**src/rtl/cascade_strobe_divider.sv**
```systemverilog
// Cascaded clock-enable divider chain: each stage counts the terminal strobes of the one before
// and emits a one-cycle strobe plus a registered ~50% duty phase signal.
module cascade_strobe_divider #(
  parameter int unsigned NUM_STAGES  = 3,
  parameter int unsigned WIDTH       = 16,
  parameter int unsigned DEFAULT_DIV = 16
) (
  input  logic                        clk_in,
  input  logic                        reset_n,
  input  logic                        enable,
  input  logic                        sync_clear,
  input  logic [NUM_STAGES*WIDTH-1:0] div_in,
  input  logic                        div_load,
  output logic [NUM_STAGES-1:0]       strobe_out,
  output logic [NUM_STAGES-1:0]       phase_out
);

  localparam logic [WIDTH-1:0] DefDiv = WIDTH'(DEFAULT_DIV);
  localparam logic [WIDTH-1:0] DefCnt = WIDTH'(DEFAULT_DIV - 1);

  logic [NUM_STAGES-1:0][WIDTH-1:0] pend_q, pend_d;
  logic [NUM_STAGES-1:0][WIDTH-1:0] act_q, act_d;
  logic [NUM_STAGES-1:0][WIDTH-1:0] cnt_q, cnt_d;
  logic [NUM_STAGES-1:0][WIDTH-1:0] src;
  logic [NUM_STAGES-1:0]            phase_q, phase_d;
  logic [NUM_STAGES-1:0]            tick;
  logic [NUM_STAGES-1:0]            wrap;

  // A divisor of 0 behaves as 1 so the reload value never underflows.
  function automatic logic [WIDTH-1:0] eff_div(input logic [WIDTH-1:0] d);
    return (d == '0) ? WIDTH'(1) : d;
  endfunction

  // Ripple-enable chain kept in one process so the whole cascade settles in the same cycle.
  always_comb begin
    logic carry;
    carry = enable;
    tick  = '0;
    wrap  = '0;
    for (int k = 0; k < NUM_STAGES; k++) begin
      tick[k] = carry;
      wrap[k] = carry & (cnt_q[k] == '0) & ~sync_clear & reset_n;
      carry   = wrap[k];
    end
  end

  always_comb begin
    pend_d  = pend_q;
    act_d   = act_q;
    cnt_d   = cnt_q;
    phase_d = phase_q;
    src     = pend_q;
    for (int k = 0; k < NUM_STAGES; k++) begin
      // A load in the same cycle as a reload wins over the stale pending value.
      src[k]    = div_load ? div_in[k*WIDTH +: WIDTH] : pend_q[k];
      pend_d[k] = src[k];
      if (sync_clear || wrap[k]) begin
        act_d[k] = src[k];
        cnt_d[k] = eff_div(src[k]) - WIDTH'(1);
      end else if (tick[k]) begin
        cnt_d[k] = cnt_q[k] - WIDTH'(1);
      end
      phase_d[k] = (cnt_d[k] >= (eff_div(act_d[k]) >> 1));
    end
  end

  always_ff @(posedge clk_in or negedge reset_n) begin
    if (!reset_n) begin
      pend_q  <= {NUM_STAGES{DefDiv}};
      act_q   <= {NUM_STAGES{DefDiv}};
      cnt_q   <= {NUM_STAGES{DefCnt}};
      phase_q <= '1;
    end else begin
      pend_q  <= pend_d;
      act_q   <= act_d;
      cnt_q   <= cnt_d;
      phase_q <= phase_d;
    end
  end

  assign strobe_out = wrap;
  assign phase_out  = phase_q;

endmodule

```
**config.mk**
```make
export PLATFORM = sky130hd
export DESIGN_NAME = cascade_strobe_divider
export DESIGN_NICKNAME = d
export VERILOG_FILES = /design/src/rtl/cascade_strobe_divider.sv
export SDC_FILE = /design/constraint.sdc
export NUM_CORES = 1
export LEC_CHECK = 0
export ABC_AREA = 1
export CAP_MARGIN = 20
export CORE_ASPECT_RATIO = 0.6
export CORE_MARGIN = 2
export CORE_UTILIZATION = 45
export DETAILED_ROUTE_END_ITERATION = 12
export SYNTH_ARGS = -nofsm -noshare
export SYNTH_HDL_FRONTEND = slang
export SYNTH_SLANG_ARGS = --single-unit
export TNS_END_PERCENT = 1
```
**constraint.sdc**
```tcl
create_clock -name clk_in -period 3.82 [get_ports clk_in]
set_input_delay 1.146 -clock clk_in [delete_from_list [all_inputs] [get_ports clk_in]]
set_output_delay 1.146 -clock clk_in [all_outputs]
set_load 0.03 [all_outputs]
```
==> Word level (Yosys, flattened, before mapping) <==
Index checks and enable logic that the tools add are counted.
{ "classes": {"addsub": 6, "magnitude_cmp": 3, "mux": 18, "n_bitwise": 10, "n_reduce_logical": 12} }
{ "ops": {"columns": ["operator", "count"], "rows": [
  ["$mux W16", 18],
  ["$logic_not A16 Y1", 9],
  ["$sub A16 B1 Y16 const B", 6],
  ["$ge A16 B15 Y1", 3],
  ["$and A1 B1 Y1", 9],
  ["$logic_or A1 B1 Y1", 3],
  ["$not A1 Y1", 1]
]} }
{ "totals": {"reg_bits": 147, "input_bits": 53, "elab_cells": 59} }

==> Longest topological paths before layout <==
Gate-level depths: netlist of run 1.
{ "logic_depth": {"word_depth": 15, "mapped_depth": 31, "mapped_depth_nobuf": 30} }

==> Worst setup path after synthesis of run 1 <==
Ideal clock, no wire load.
{ "synth_timing": {"path_kind": "input -> output", "from": "in enable", "to": "out strobe_out[2]", "arrival_ns": 3.569, "setup_slack_ns": -0.895, "cell_stages": 5, "cell_sequence": "buf_4 > nand4_1 > nor4_1 > nand2_1 > nor4_1"} }
{ "synth_via": {"elab_chain_len": 9} }
{ "synth_lines": {"columns": ["element", "line_no", "text"], "rows": [
  ["from (decl)", "10", "input logic enable,"],
  ["$and A1 B1 Y1 (3 in a row)", "42", "wrap[k] = carry & (cnt_q[k] == '0) & ~sync_clear & reset_n;"],
  ["net strobe_out[0]", "14", "output logic [NUM_STAGES-1:0] strobe_out,"],
  ["$and A1 B1 Y1 (6 in a row)", "42", null],
  ["to (decl)", "14", null]
]} }
The timed path passes the listed nets, and every way through them passes these cells.

==> results.cfg, run 1 <==
[status]
status = finished clean

[route]
drt-wirelength-per-cell_um = 15.1
drtIter0Drc = 727
ant_nets = 0
totalWireLength_um = 28000
via_count = 9048
drc = 0
firstDrtPassIters = 5
vias_per_cell = 4.88

[setup_path]
critPathArrivalTime_ns = 4.12
required_ns = 4.19
start_kind = input pin
crit_path_max_incr_delay_ns = 0.25
end_kind = register
cp_slowest_cell = ha_1
r2r_setup_slack_ns = 0.60
crit_family = simple AND/OR/NAND/NOR gates
r2r_start = cnt_q[0]
rr_endpoint = phase_out[0]
crit_buf_inv = 8
crit_fanout = 6
crit_type = in2reg
ff2ff_path_depth = 20

[yosys]
async_flop_share_pct = 100
synth_flop_cell = dfrtp_1
syn_nets = 1394
yosysUniqueCellTypes = 46
seq_area_frac_synth_pct = 37.9
synth_edf_count = 0
syn_area_mm2 = 0.00959
avgSynthCellArea_um2 = 7.44
yosys_warnings = 0
ys_ff_latch = 144
syn_inst = 1288

[global_route]
grt_use_total_pct = 25.6
grt_max_degree = 51
grt_pass1_vias = 8299
grt.overflow.total = 0
grt_pass1_wl_um = 43900
antenna_found_initial = 0

[pwr]
irDropWorstVdd_v = 0.000337
total_power_mw = 5.02
cellLeakagePower_nw = 6.62
power_density_mw_per_mm2 = 377

[floorplanning]
fp.coreArea_mm2 = 0.0210
die_y_um = 117
io_pins = 59
die_w_um = 192
dieArea_mm2 = 0.0225
initial_core_util_pct = 45.7
rows = 41

[final_layout]
drive_gt1_share_pct = 32.9
fin_nets = 1668
fillers = 1847
mostFrequentLayoutCell = nand2_1
antennaDiodeCount = 0
area.growth.synth_to_final_pct = 39.0
mostFrequentLayoutCells = 271 x nand2_1, 215 x buf_4, 200 x inv_1, 123 x dfrtp_1, 88 x nor2_1
stdcell_area_mm2 = 0.0133

[timing]
drv_slew = 0
rsz0062_at_grt = true
min_period_over_period_pct = 98.2
holdWs_ns = 0.485
setup_viol = 0
setup_slack_ns = 0.0669
setup_tns_ns = 0
skew_ns = 0.0109
finalHoldViolCount = 0
max_freq_mhz = 266
tightest_slew_ns = 0.681
max-slew-margin-rel_pct = 54.6
period_needed_ns = 3.75

[cts]
cts_sinks = 144
cts-htree-levels = 4
worstSkewPairLatency_ns = 0.44
clk_pin_slew_ns = 0.06
cts_tree = done
clockBufferDepth = 2
cts-root-buf = clkbuf_16
numCtsBuffers = 17

[placed_design]
pre_cts_slack_ns = -0.687
placed_area_mm2 = 0.0119
place.gp.congestion = 0.960
hpwl_um = 20900
port_buffers = 58

[min_path]
hp-class = reg2reg
min_from = act_q[17]
whs_path_depth = 2
hold_end = act_q[17]

[job]
max-cap-violations = 0
stage by stage:
stage / std cells / utilization, %
floorplan: 1288 / -
global placement: 1794 / 56.5
detailed placement: 1794 / 56.5
CTS: 1838 / 60.5
global route: 1854 / 63.5
finish: 1854 / 63.5
flip-flops by register name, indices dropped and copies added (netlist names):
signal / cells
act_q: 45
cnt_q: 48
pend_q: 48
phase_out: 3
routing by layer:
metal  wire, µm  global-route usage (%)
met5          0                       0
met4        256                    4.89
met3       1680                    6.14
met2      11000                    34.2
met1      15100                    41.0
power breakdown:
part	leakage (nW)	internal [mW]	switching [mW]
registers	1.62	1.72	0.112
logic	4.71	0.633	0.797
clock network	0.296	1.08	0.686
total	6.62	3.43	1.60
layout make-up:
cell class	instances	area (µm²)	area share [%]
inverters	224	856	6.42
multi-input cells	889	5390	40.4
flip-flops and latches	144	3630	27.2
well taps	279	349	2.62
repair buffers	286	2500	18.8
clock inverters	10	134	1.00
clock buffers	22	474	3.56
worst reg2reg max path, cell delays in order (launching register included):
cell and delay, ns:
dfstp_2 0.54, inv_1 0.07, ha_1 0.24, inv_1 0.09, nor2_1 0.06, nand3_2 0.15
nand2_1 0.11, inv_1 0.22, buf_4 0.29, o211ai_1 0.17, nand2_1 0.10, inv_1 0.07
ha_1 0.32, a21oi_1 0.14, nor3_1 0.06, a211oi_1 0.20, nand2_1 0.09, nand2_1 0.06
nand2_1 0.04, nand2_1 0.06, nand3_1 0.07
how the worst max path moves through the flow:
stage | endpoint | from | cells after the start | slack (ns)
after CTS | phase_out[0] | div_in[7] | 28 | -0.02
final | phase_out[2] | div_load | 28 | 0.07
after global routing | phase_out[2] | div_load | 28 | -0.15
after detailed placement | phase_out[1] | div_in[19] | 27 | -0.69
after floorplan | phase_out[2] | div_load | 27 | -0.16
after global placement | phase_out[1] | div_in[22] | 27 | -0.58
Yosys cell counts (7+ instances only):
master     n  area, µm²
a21oi_1   32        160
buf_2      8       40.0
buf_4      8       60.1
buf_6      7       78.8
dfrtp_1  123       3080
dfstp_2   21        552
ha_1      53        663
inv_1    207        777
inv_2     15       56.3
nand2_1  321       1200
nand2_2   13       81.3
nand3_1   58        290
nand4_1   18        113
nor2_1   102        383
nor2_2    17        106
nor3_1    29        145
o21ai_0   79        395
o21ai_1   19       95.1
o21ai_2   29        254
or2_2     35        219
xor2_1    33        289
cell families after synthesis:
group                    share of synthesized area (%)
flip-flops                                        37.9
multiplexers                                     0.104
AO/OA/AOI/OAI                                     11.3
buffers and inverters                             11.4
adder cells (fa/ha/maj)                           6.92
XOR/XNOR                                          3.56
AND/OR/NAND/NOR                                   28.9
timing repair:
action / CTS / global route
hold buffers: 0 / 0
buffers inserted: 11 / 16
setup endpoints to repair: 6 / 5
gates resized for setup: 30 / 153
pin swaps: 12 / 95
cloned: 1 / 1
Power figures use the tool's default switching activity.
==> inputs of run 2 (changes only) <==
--- a/config.mk
+++ b/config.mk
@@ -8,7 +8,6 @@
 export ABC_AREA = 1
 export CAP_MARGIN = 20
 export CORE_ASPECT_RATIO = 0.6
-export CORE_MARGIN = 2
 export CORE_UTILIZATION = 45
 export DETAILED_ROUTE_END_ITERATION = 12
 export SYNTH_ARGS = -nofsm -noshare
==> run 2 against run 1 <==
Net effect: clock skew fell by 0.0042 ns; worst setup slack improved by 0.039 ns; maximum frequency rose by 1.1%; global-route usage rose by 0.66 points; final area fell by 1.5%; routed wire length fell by 2.5%; flip-flop and latch count did not move; critical endpoint is now strobe_out[2]; combinational power barely moved; largest power group unchanged; sequential power barely moved; cell count fell by 1.3%; critical path depth fell by 21; die area fell by 2.7%.
==> results.cfg, run 2 (synthesized netlist as in run 1, its figures left out) <==
[final_layout]
fillers = 1791
fin_nets = 1650
multiInputGateArea_mm2 = 0.00530
mostFrequentLayoutCell = nand2_1
stdcell_area_mm2 = 0.0131
area.growth.synth_to_final_pct = 36.9
seq_area_mm2 = 0.00363
fin_util_pct = 64.3
drive_gt1_share_pct = 31.0
antennaDiodeCount = 0
mostFrequentLayoutCells = 279 x nand2_1, 200 x buf_4, 198 x inv_1, 123 x dfrtp_1, 93 x nor2_1
fin_cells = 1830
top_regs = cnt_q (48), pend_q (48), act_q (45)

[pwr]
irDropWorstVdd_v = 0.000336
power_frac_clock_pct = 35.7
swShare_pct = 31.6
cellLeakagePower_nw = 6.54
pwr-share-seq_pct = 36.5
p_comb_share_pct = 27.9
switchingPower_mw = 1.58
power_density_mw_per_mm2 = 382
p_int_mw = 3.43

[placed_design]
place.gp.congestion = 0.930
hpwl_um = 20600
port_buffers = 58
placed_area_mm2 = 0.0118
dp.cells = 1778

[min_path]
hp-class = reg2reg

[global_route]
grt_pass1_vias = 8461
grt_pass1_wl_um = 44200
antenna_found_initial = 0
grt_max_degree = 124
grt.overflow.total = 0
grt_use_total_pct = 26.2

[cts]
cts-htree-levels = 4
cts_sinks = 144
numCtsBuffers = 17
clk_pin_slew_ns = 0.06
cts_tree = done
worstSkewPairLatency_ns = 0.43
clockBufferDepth = 2
cts-root-buf = clkbuf_16

[floorplanning]
die_w_um = 190
dieArea_mm2 = 0.0219
fp.coreArea_mm2 = 0.0204
io_pins = 59
initial_core_util_pct = 47.0
die_y_um = 115
rows = 40

[setup_path]
crit_type = in2out
required_ns = 2.67
end_kind = output pin
start_kind = input pin
crit_fanout = 4
critPathArrivalTime_ns = 2.57

[timing]
max_freq_mhz = 269
skew_ns = 0.00670
setup_viol = 0
setup_tns_ns = 0
tightest_slew_ns = 0.772
holdWs_ns = 0.480
rsz0062_at_grt = true
drv_slew = 0
period_needed_ns = 3.71
finalHoldViolCount = 0
max-slew-margin-rel_pct = 48.5
min_period_over_period_pct = 97.2

[route]
drc = 0
via_count = 9058
drtIter0Drc = 563
ant_nets = 0
firstDrtPassIters = 5
vias_per_cell = 4.95
totalWireLength_um = 27300
drt-wirelength-per-cell_um = 14.9

[job]
max-cap-violations = 0

[status]
status = finished clean
run 2: cell types whose count changed in the layout (fill, tap and decap cells not counted), moves of 4 or more:
cell     change
o21ai_4      -7
nand2_4      +4
nand2_1      +8
buf_6        -5
nand2_2     -13
inv_2        +4
o21ai_0      +7
nor2_1       +5
buf_4       -15
nor2_2       -8
run 2: metal layers:
metal	wire length, µm	track usage, %	vias to the layer above
li1	-	-	4587
met5	0	0	-
met1	14800	42.4	4243
met3	1570	5.10	26
met2	10500	34.2	202
met4	400	7.25	0
run 2: path summary, 6_finish.rpt:
kind                            cells after the start        from             to  slack, ns
worst max register to register                     21   cnt_q[16]   phase_out[1]       0.65
worst min-delay path                                2   act_q[33]      act_q[33]       0.48
worst max-delay path                                7  sync_clear  strobe_out[2]       0.11
worst min register to register                      2   act_q[33]      act_q[33]       0.48
max in group asynchronous                           3     reset_n      cnt_q[23]       2.13
min in group asynchronous                           1     reset_n       cnt_q[8]       0.50
run 2: area by class of cell:
cell class | count | area share, %
clock buffer | 18 | 3.27
sequential | 144 | 27.6
timing repair buffer | 268 | 18.0
inverter | 224 | 6.64
tap | 273 | 2.60
multi-input combinational | 889 | 40.4
clock inverter | 14 | 1.45
run 2: through the flow:
stage | power [mW] | worst slack [ns]
6_report | 5.01 | 0.106
3_3_place_gp | 3.10 | -0.541
5_1_grt | 5.31 | -0.0678
2_1_floorplan | 2.56 | -0.159
3_5_place_dp | 3.11 | -0.567
4_1_cts | 4.94 | -0.0125
run 2: critical path, cell delays in order:
cell and delay, ns:
dlygate4sd2_1 0.29, inv_2 0.12, nand3_2 0.10, nor4_4 0.28
nand2_2 0.12, nor4_4 0.30, buf_4 0.20
run 2: what timing repair did:
| item | CTS | global route |
|---|---|---|
| setup endpoints to repair | 4 | 4 |
| buffers inserted | 2 | 17 |
| hold buffers | 0 | 0 |
| pin swaps | 6 | 78 |
| gates resized for setup | 14 | 141 |
| gates cloned | 1 | 0 |
| hold endpoints to repair | 0 | 0 |
run 2: power by group through the flow:
| stage | clock network (mW) | logic (mW) | registers [mW] |
|---|---|---|---|
| detailed placement | 0 | 1.27 | 1.85 |
| finish | 1.79 | 1.40 | 1.83 |
| global placement | 0 | 1.25 | 1.85 |
| CTS | 1.83 | 1.29 | 1.82 |
| global route | 1.90 | 1.57 | 1.85 |
| floorplan | 0 | 0.729 | 1.83 |
==> RTL edit 1 (flow settings as in run 2) <==
Change the parameter `NUM_STAGES` from 3 to 6.
--- a/src/rtl/cascade_strobe_divider.sv
+++ b/src/rtl/cascade_strobe_divider.sv
@@ -1,7 +1,7 @@
 // Cascaded clock-enable divider chain: each stage counts the terminal strobes of the one before
 // and emits a one-cycle strobe plus a registered ~50% duty phase signal.
 module cascade_strobe_divider #(
-  parameter int unsigned NUM_STAGES  = 3,
+  parameter int unsigned NUM_STAGES  = 6,
   parameter int unsigned WIDTH       = 16,
   parameter int unsigned DEFAULT_DIV = 16
 ) (
Interface: changed (resized div_in, phase_out and strobe_out); port bits go from 59 to 113. The function was not compared with the original's and may differ.
==> RTL edit 1 against run 2 <==
Design area grew 93%; total power increased by 88%; register-to-register slack lost 0.65 ns; the flow now finishes with violations (setup timing); final cell count increased by 99%; worst setup slack got worse by 0.29 ns; wire length increased by 120%; critical path depth increased by 6; synthesized area increased by 93%; sequential cell count increased by 144.
==> RTL edit 1: results (changes against run 2) <==
metric;value;unit;change
htreeDepth;1;;was 4
synth.area.top_cells;dfrtp_1 (33%), nand2_1 (12%), inv_1 (7.8%);;was dfrtp_1 (32%), nand2_1 (13%), inv_1 (8.1%)
syn-num-nets;2689;;was 1394
synthAdderAreaFrac;0.0702;;was 0.0692
clock_latency;0.58;ns;was 0.43 ns
largestRegisters;cnt_q (96), pend_q (96), act_q (90);;was cnt_q (48), pend_q (48), act_q (45)
wl_met3;4700;um;was 1570 um
critPathArrivalTime;2.85;ns;was 2.57 ns
layout_setup_ws;-0.179;ns;was 0.106 ns
vias_per_cell;5.05;;was 4.95
wl_per_cell;16.7;um;was 14.9 um
grt_max_degree;68;;was 124
firstDrtPassIters;6;;was 5
setup_tns;-0.737;ns;was 0 ns
grtUsageMet2;0.372;;was 0.342
setup_viol_count_final;7;;was 0
gr-usage-all-layers;0.286;;was 0.262
grt_first_pass_wirelength;95600;um;was 44200 um
cts_buffers;30;;was 17
port_buffers;112;;was 58
status;finished with violations;;was completed
violations;setup timing;;
p_leak;0.0125;uW;was 0.00654 uW
drive_gt1_frac;0.269;;was 0.310
gp_congestion;0.982;;was 0.930
fillers;3626;;was 1791
-- RTL edit 1: changes by cell type after synthesis, moves of 32 or more --
cell | run 2 | this run
nand2_1 | 321 | 613
inv_1 | 207 | 386
dfrtp_1 | 123 | 246
nor2_1 | 102 | 211
o21ai_0 | 79 | 164
ha_1 | 53 | 104
o21ai_1 | 19 | 58
nor3_1 | 29 | 61
-- RTL edit 1: path summary, 6_finish.rpt --
path,depth (start not counted),from,end
max,13,enable,strobe_out[5]
min,2,act_q[1],act_q[1]
max reg2reg,33,cnt_q[1],phase_out[4]
min reg2reg,2,act_q[1],act_q[1]
max in group asynchronous,4,reset_n,pend_q[89]
min in group asynchronous,3,reset_n,act_q[39]
-- RTL edit 1: metrics by stage --
step	total power [uW]	setup WS (ns)	instance area (sq um)	cells	utilization
final	9420	-0.179	25400	3633	0.627
after global routing	9960	-0.339	25400	3633	0.627
after CTS	9360	-0.187	25000	3620	0.616
after detailed placement	6370	-1.04	23900	3558	0.590
after global placement	6300	-1.05	23900	3558	0.590
after floorplan	5050	-0.463	18600	2484	-
-- RTL edit 1: where the power goes --
| group | leakage [uW] | internal [uW] | switching (uW) | total (uW) |
|---|---|---|---|---|
| clock | 0.000473 | 1650 | 1310 | 2960 |
| combinational | 0.00872 | 1260 | 1540 | 2800 |
| sequential | 0.00330 | 3440 | 220 | 3660 |
-- RTL edit 1: timing repair --
action,in CTS,in global routing
resized for setup,30,82
hold buffers,0,0
pin swaps,10,25
cloned,0,2
setup endpoints to repair,11,9
setup buffers,6,11
-- RTL edit 1: area by class of cell --
class                           count  area share
Sequential cell                   288       0.286
Tap cell                          531      0.0262
Inverter                          406      0.0612
Timing Repair Buffer              625       0.207
Clock inverter                      9     0.00286
Clock buffer                       47      0.0349
Multi-Input combinational cell   1727       0.382
==> RTL edit 2 (settings of run 2) <==
Made on the original files. Reset style: synchronous (`reset_n`), changed in one clocked block.
--- a/src/rtl/cascade_strobe_divider.sv
+++ b/src/rtl/cascade_strobe_divider.sv
@@ -64,7 +64,7 @@
     end
   end
 
-  always_ff @(posedge clk_in or negedge reset_n) begin
+  always_ff @(posedge clk_in) begin
     if (!reset_n) begin
       pend_q  <= {NUM_STAGES{DefDiv}};
       act_q   <= {NUM_STAGES{DefDiv}};
Check against the original RTL: differs if reset_n is asserted again (counterexample within 4 cycles, from zero or initial values and one cycle with reset_n low); with reset_n held inactive, the same outputs for 4 cycles.
==> RTL edit 2 against run 2 <==
The flow now finishes with violations (setup timing); synthesized area is 6.0% lower; count of clock-buffer cells in the layout is 7 higher; design area is 5.8% lower; wire length is 1.5% lower; total power is 11% lower; critical endpoint is now phase_out[2]; synthesized cell count is 6.4% higher; combinational power is 13% lower; worst setup slack worse by 0.12 ns; fmax is 3.2% lower; sequential cell count stayed put; critical path type is now input pin to flop.
==> RTL edit 2: results (changes against run 2) <==
metric;value;unit;change
p_leak;0.00614;uW;was 0.00654 uW
finClkSkew;0.00833;ns;was 0.00670 ns
drt_iter0_markers;742;;was 563
cp_slowest_cell;ha_1;;was nor4_4
globalRouteMet3Util;0.0559;;was 0.0510
syn-num-nets;1477;;was 1394
critPathArrivalTime;4.15;ns;was 2.57 ns
p_switching;1370;uW;was 1580 uW
postCtsSetupRepairBufs;6;;was 2
fillers;1810;;was 1791
drive_gt1_frac;0.250;;was 0.310
gp_congestion;0.917;;was 0.930
dp_hpwl;20700;um;was 20600 um
nMultiInputCombCells;1010;;was 889
final-nonclk-buf-share;0.205;;was 0.180
num-clock-buffers;25;;was 18
seq_area_frac_synth;0.320;;was 0.379
use_met1;0.424;;about the same
grt_max_degree;68;;was 124
synth_cell_types;44;;was 46
grtUsageMet2;0.382;;was 0.342
synthTopCellsByCount;nand2_1 (369), nor2_1 (197), inv_1 (160);;was nand2_1 (321), inv_1 (207), dfrtp_1 (123)
clock_area_frac;0.0439;;was 0.0472
slew_headroom;0.491;;was 0.485
inverters_excl_clock;171;;was 224
violations;setup timing;;
setup_tns;-0.0148;ns;was 0 ns
die_w;185;um;was 190 um
async_reset_ff_frac;0;;was 1.00
synth.area.top_cells;dfxtp_1 (32%), nand2_1 (15%), nor2_1 (8.2%);;was dfrtp_1 (32%), nand2_1 (13%), inv_1 (8.1%)
status;finished with violations;;was completed
peakVddDrop;0.000374;V;was 0.000336 V
layout_setup_ws;-0.0148;ns;was 0.106 ns
min_path_type;flop to flop;;unchanged
postPlaceCellArea;0.0115;sq mm;was 0.0118 sq mm
ctsResizeCount;18;;was 14
fin_cells;1926;;was 1830
cp_max_fo;18;;was 4
pre_cts_slack;-0.586;ns;was -0.567 ns
rr_worst_depth;20;;was 21
gr-usage-all-layers;0.274;;was 0.262
syn_inst;1371;;was 1288
setup_viol_count_final;1;;was 0
multi_input_area;0.00541;sq mm;was 0.00530 sq mm
grt_pass1_vias;8651;;was 8461
seq-cell-share;0.233;;was 0.276
nets;1754;;was 1650
-- RTL edit 2: metal layers --
layer	part of all wire	wire, um
met1	0.54	14600
met2	0.39	10500
met3	0.061	1630
met4	0.0070	189
met5	0	0
-- RTL edit 2: worst paths after layout --
kind | startpoint | slack [ns] | to
max | div_load | -0.01 | phase_out[2]
min | act_q[20] | 0.48 | act_q[20]
max reg2reg | cnt_q[16] | 0.33 | phase_out[2]
min reg2reg | act_q[20] | 0.48 | act_q[20]
-- RTL edit 2: power groups by stage --
stage / Clock [uW] / Combinational [uW] / Sequential [uW]
floorplan: 0 / 663 / 1690
global placement: 0 / 1140 / 1690
detailed placement: 0 / 1160 / 1690
CTS: 1600 / 1180 / 1660
global route: 1680 / 1370 / 1680
finish: 1580 / 1220 / 1670
-- RTL edit 2: cell families after synthesis --
group / synth area share
and+or+nand+nor: 0.364
AOI/OAI and AO/OA: 0.111
DFF: 0.320
adders and majority gates: 0.0736
buffers and inverters: 0.101
xor gates and xnor gates: 0.0301
